==> src/rtl/cdr_phase_ctrl.sv <==
// CDR phase-select loop controller: integrates up/dn votes, steps the sampling phase, holds off, reports lock.
// Optional build macro CDR_PHASE_DECAY_EN makes the vote integrator leaky.
module cdr_phase_ctrl #(
    parameter int NPHASE      = 8,
    parameter int THRESH      = 8,
    parameter int CNT_W       = 5,
    parameter int HOLDOFF     = 3,
    parameter int LOCK_CYCLES = 32
) (
    input  logic                      clk,
    input  logic                      rst,
    input  logic                      enable,
    input  logic                      up,
    input  logic                      dn,
    output logic [$clog2(NPHASE)-1:0] phase_sel,
    output logic                      shift_strobe,
    output logic                      shift_dir,
    output logic                      lock,
    output logic [CNT_W-1:0]          acc_dbg
);

    localparam int PH_W    = $clog2(NPHASE);
    localparam int HOLD_W  = $clog2(HOLDOFF + 1);
    localparam int QUIET_W = $clog2(LOCK_CYCLES + 1);

    localparam logic signed [CNT_W-1:0]   ACC_MAX   = CNT_W'(THRESH - 1);
    localparam logic signed [CNT_W-1:0]   ACC_MIN   = CNT_W'(1 - THRESH);
    localparam logic signed [CNT_W-1:0]   ACC_ONE   = CNT_W'(1);
    localparam logic [HOLD_W-1:0]         HOLD_LOAD = HOLD_W'(HOLDOFF);
    localparam logic [QUIET_W-1:0]        QUIET_MAX = QUIET_W'(LOCK_CYCLES);

    typedef enum logic [1:0] {
        IDLE,
        TRACK,
        HOLD
    } state_t;

    state_t                   state_q, state_d;
    logic signed [CNT_W-1:0]  acc_q, acc_d;
    logic [HOLD_W-1:0]        hold_q, hold_d;
    logic [QUIET_W-1:0]       quiet_q, quiet_d;
    logic [PH_W-1:0]          phase_q, phase_d;
    logic                     dir_q, dir_d;
    logic                     strobe_q, strobe_d;
    logic                     lock_q, lock_d;
    logic                     vote_up, vote_dn;

`ifdef CDR_PHASE_DECAY_EN
    logic [3:0]               idle_q, idle_d;
`endif

    assign vote_up = up & ~dn;
    assign vote_dn = dn & ~up;

    always_ff @(posedge clk or posedge rst) begin
        if (rst) begin
            state_q  <= IDLE;
            acc_q    <= '0;
            hold_q   <= '0;
            quiet_q  <= '0;
            phase_q  <= '0;
            dir_q    <= 1'b0;
            strobe_q <= 1'b0;
            lock_q   <= 1'b0;
`ifdef CDR_PHASE_DECAY_EN
            idle_q   <= '0;
`endif
        end else begin
            state_q  <= state_d;
            acc_q    <= acc_d;
            hold_q   <= hold_d;
            quiet_q  <= quiet_d;
            phase_q  <= phase_d;
            dir_q    <= dir_d;
            strobe_q <= strobe_d;
            lock_q   <= lock_d;
`ifdef CDR_PHASE_DECAY_EN
            idle_q   <= idle_d;
`endif
        end
    end

    always_comb begin
        state_d  = state_q;
        acc_d    = acc_q;
        hold_d   = hold_q;
        quiet_d  = quiet_q;
        phase_d  = phase_q;
        dir_d    = dir_q;
        strobe_d = 1'b0;
`ifdef CDR_PHASE_DECAY_EN
        idle_d   = '0;
`endif

        // enable low wins over any step decision in the same cycle
        if (!enable) begin
            state_d = IDLE;
            acc_d   = '0;
            hold_d  = '0;
            quiet_d = '0;
        end else begin
            case (state_q)
                IDLE: begin
                    state_d = TRACK;
                    acc_d   = '0;
                    hold_d  = '0;
                    quiet_d = '0;
                end
                TRACK: begin
                    if (vote_up && acc_q == ACC_MAX) begin
                        phase_d  = phase_q + PH_W'(1);
                        dir_d    = 1'b1;
                        strobe_d = 1'b1;
                        acc_d    = '0;
                        hold_d   = HOLD_LOAD;
                        quiet_d  = '0;
                        state_d  = HOLD;
                    end else if (vote_dn && acc_q == ACC_MIN) begin
                        phase_d  = phase_q - PH_W'(1);
                        dir_d    = 1'b0;
                        strobe_d = 1'b1;
                        acc_d    = '0;
                        hold_d   = HOLD_LOAD;
                        quiet_d  = '0;
                        state_d  = HOLD;
                    end else begin
                        if (vote_up) begin
                            acc_d = acc_q + ACC_ONE;
                        end else if (vote_dn) begin
                            acc_d = acc_q - ACC_ONE;
                        end
`ifdef CDR_PHASE_DECAY_EN
                        // 16th consecutive idle cycle pulls acc one step toward zero
                        if (!vote_up && !vote_dn) begin
                            if (idle_q == 4'd15) begin
                                idle_d = '0;
                                if (acc_q[CNT_W-1]) begin
                                    acc_d = acc_q + ACC_ONE;
                                end else if (acc_q != '0) begin
                                    acc_d = acc_q - ACC_ONE;
                                end
                            end else begin
                                idle_d = idle_q + 4'd1;
                            end
                        end
`endif
                        if (quiet_q != QUIET_MAX) begin
                            quiet_d = quiet_q + QUIET_W'(1);
                        end
                    end
                end
                HOLD: begin
                    acc_d  = '0;
                    hold_d = hold_q - HOLD_W'(1);
                    if (hold_q == HOLD_W'(1)) begin
                        state_d = TRACK;
                    end
                end
                default: begin
                    state_d = IDLE;
                    acc_d   = '0;
                    hold_d  = '0;
                    quiet_d = '0;
                end
            endcase
        end

        lock_d = (quiet_d == QUIET_MAX);
    end

    assign phase_sel    = phase_q;
    assign shift_strobe = strobe_q;
    assign shift_dir    = dir_q;
    assign lock         = lock_q;
    assign acc_dbg      = acc_q;

endmodule

==> config.mk <==
export PLATFORM = sky130hd
export DESIGN_NAME = cdr_phase_ctrl
export DESIGN_NICKNAME = d
export VERILOG_FILES = /design/src/rtl/cdr_phase_ctrl.sv
export SDC_FILE = /design/constraint.sdc
export NUM_CORES = 1
export LEC_CHECK = 0
export CAP_MARGIN = 20
export CORE_UTILIZATION = 35
export DETAILED_ROUTE_END_ITERATION = 16
export GPL_ROUTABILITY_DRIVEN = 0
export PLACE_DENSITY = 0.67
export SLEW_MARGIN = 20
export SYNTH_ARGS = -nofsm -noshare
export SYNTH_HDL_FRONTEND = slang
export SYNTH_SLANG_ARGS = --single-unit
==> constraint.sdc <==
create_clock -name clk -period 1.9 [get_ports clk]
set_input_delay 0.38 -clock clk [delete_from_list [all_inputs] [get_ports clk]]
set_output_delay 0.38 -clock clk [all_outputs]
set_load 0.03 [all_outputs]
==> metrics.cfg <==
[power_and_ir_drop]
finalPower_mw = 1.63
leakagePower_nw = 0.898
vdd_drop_max_mv = 0.337
p_per_area_mw_per_mm2 = 854

[finish]
register_area_sq_um = 531
stdcell_area_sq_mm = 0.00191
fin_cells = 235
num_antenna_cells = 0
drive_gt1_share_pct = 28.9
multi_input_area_sq_um = 890
nets = 205
fillCellCount = 333
area_delta_synth_final_pct = 38.2

[synthesis]
yosys.area_share.simple_pct = 25.8
synth_area_leader_cell = dfrtp_1
synthFlopType = dfrtp_1
synthArstFlopShare_pct = 100
synthDistinctLibCells = 42
ys_seq_area_share_pct = 38.0
synth_cells = 147
synth_top_family_by_area = simple AND/OR/NAND/NOR gates
syn-cell-area_sq_mm = 0.00138
synth_warnings = 0
muxShareOfSynthArea_pct = 0.815
synth_compound_area_share_pct = 14.7
synth_area_leaders = dfrtp_1, ha_1, nand2_1, nor2_1, a21oi_1
synth-xor-area-share_pct = 4.44
synthTopCellsByCount = dfrtp_1, nand2_1, nor2_1
yosysMostFrequentCell = dfrtp_1
yosys.area_share.adder_pct = 12.0
ys_ff_latch = 21
synth_top_area_share_pct = 38.0
syn_area_per_cell_sq_um = 9.40
synth_edf_count = 0
syn-num-nets = 164

[place]
post_dp_cell_area_sq_mm = 0.00175
placed_cells = 227
dpl.hpwl_microns = 2230
portBuffers = 15

[cts]
clk_path_buf_depth = 2
cts_made_buffers = 3
cts_root_buffer = clkbuf_8
cts.sinks = 21
worstSkewPairLatency_ps = 260
clk_pin_slew_worst_paths_ps = 80
hold_buffers = 0
cts_tree = done
h-tree-depth = 1

[setup_path]
worstPathArrival_ps = 2070
ff2ff_setup_slack_ps = 40
worstSetupEndpoint = lock
r2r_start = acc_dbg[3]
cp_max_fo = 6
timing.rr.end = lock
reg2regPathDepth = 6
worstSetupPathType = reg2reg
crit_path_start = acc_dbg[3]
crit_path_end_kind = flip-flop
crit_path_start_kind = flip-flop
required_ps = 2100

[drt]
vias = 1222
initialDrtViolationCount = 95
drc_errors = 0
drt.antenna.violating_nets = 0
dr.pass1.iters = 4
wl_per_cell_microns = 13.3
viasPerCell = 5.20
routed_wl_microns = 3120

[floorplanning]
die_area_sq_mm = 0.00420
dieHeight_microns = 64.8
num_rows = 22
core_sq_mm = 0.00372
dieWidth_microns = 64.8
start_util_pct = 37.2
ios = 16

[sta]
hold_viol = 0
timing_max_transition_violations_final = 0
fmax_mhz = 536
min_period_over_period_pct = 98.1
worst_pin_slew_ps = 368
final.min_clock_period_ps = 1860
setup_viol = 0
rsz0062_at_grt = true
slew_headroom_pct = 75.3
fin_skew_ps = 0.990
finalSetupTns_ps = 0

[global_route]
overflow = 0
grt_pass1_wl_microns = 5260
grt_start_max_net_pins = 22
grt_pass1_vias = 1198
antenna_found_initial = 0
grt_util_all_layers_pct = 15.9

[job]
max-cap-violations = 0

[worst_hold_path]
min_path_type = in2async

[outcome]
outcome = finished clean

-- area by class of cell --
type	count	area share (%)
clock buffer	4	2.36
inverter	8	1.57
multi-input combinational	113	46.6
sequential	21	27.8
tap	48	3.15
timing repair buffer	41	18.5
-- cells by family (layout without fill, tap and decap cells) --
group,count (synthesis),count (layout)
compound gates,31,31
xor+xnor,7,7
fa+ha+maj,12,12
buf+inv,13,53
flops,21,21
mux,1,1
simple gates,62,62
-- critical path: stages (launching register included) --
cell and delay, ps:
dfrtp_2 430, nor4b_4 340, nand4_4 180, and2_4 230, a31o_2 260, a21oi_2 170, and4_1 200
-- per-stage QoR --
stage               utilization (%)  hold WS [ps]  setup slack, ps
floorplan                         -           356            -5.05
global placement               47.0           461             -456
detailed placement             47.0           491             -557
CTS                            49.1           451            -1.74
global route                   51.4           475            -78.7
finish                         51.4           439             35.4
-- repair_timing --
| item | 4_1_cts | 5_1_grt |
|---|---|---|
| setup endpoints to repair | 15 | 12 |
| pin swaps | 5 | 9 |
| cloned | 0 | 0 |
| resized for setup | 9 | 15 |
| buffers inserted | 0 | 4 |
-- routing by layer --
metal / track usage [%] / part of all wire [%] / routed length (microns) / vias to the layer above
met5: 0 / 0 / 0 / -
li1: - / - / - / 601
met4: 6.94 / 1.7 / 53 / 0
met1: 20.0 / 46 / 1450 / 592
met2: 28.0 / 50 / 1550 / 24
met3: 0.704 / 2.3 / 73 / 5
-- power breakdown --
group          total, mW  switching (mW)  internal (mW)
clock              0.298           0.148          0.150
sequential         0.555          0.0597          0.496
combinational      0.778           0.417          0.361
-- cell usage in the layout, fill, tap and decap left out, drive strengths merged, types with 4 or more instances in the layout --
cell type	count
ha	10
nand3	8
clkbuf	4
nor2	12
inv	8
buf	26
nand2	16
xor2	4
a31oi	4
dfrtp	21
nor2b	4
a21oi	8
clkdlybuf4s50	12
o21ai	4
-- sequential cells by signal (all words and copies together) (netlist names) --
signal / count
quiet_q: 6
acc_dbg: 5
phase_sel: 3
hold_q: 2
state_q: 2
lock: 1
shift_dir: 1
shift_strobe: 1
-- worst min path at each step --
stage | end | slack, ps | cells past startpoint | startpoint
2_1_floorplan | acc_dbg[1] | 360 | 1 | rst
3_3_place_gp | phase_sel[2] | 460 | 1 | phase_sel[2]
3_5_place_dp | phase_sel[2] | 490 | 1 | phase_sel[2]
4_1_cts | quiet_q[5] | 450 | 3 | rst
5_1_grt | hold_q[1] | 480 | 3 | rst
6_report | phase_sel[2] | 440 | 3 | rst
Power figures use the tool's default switching activity.
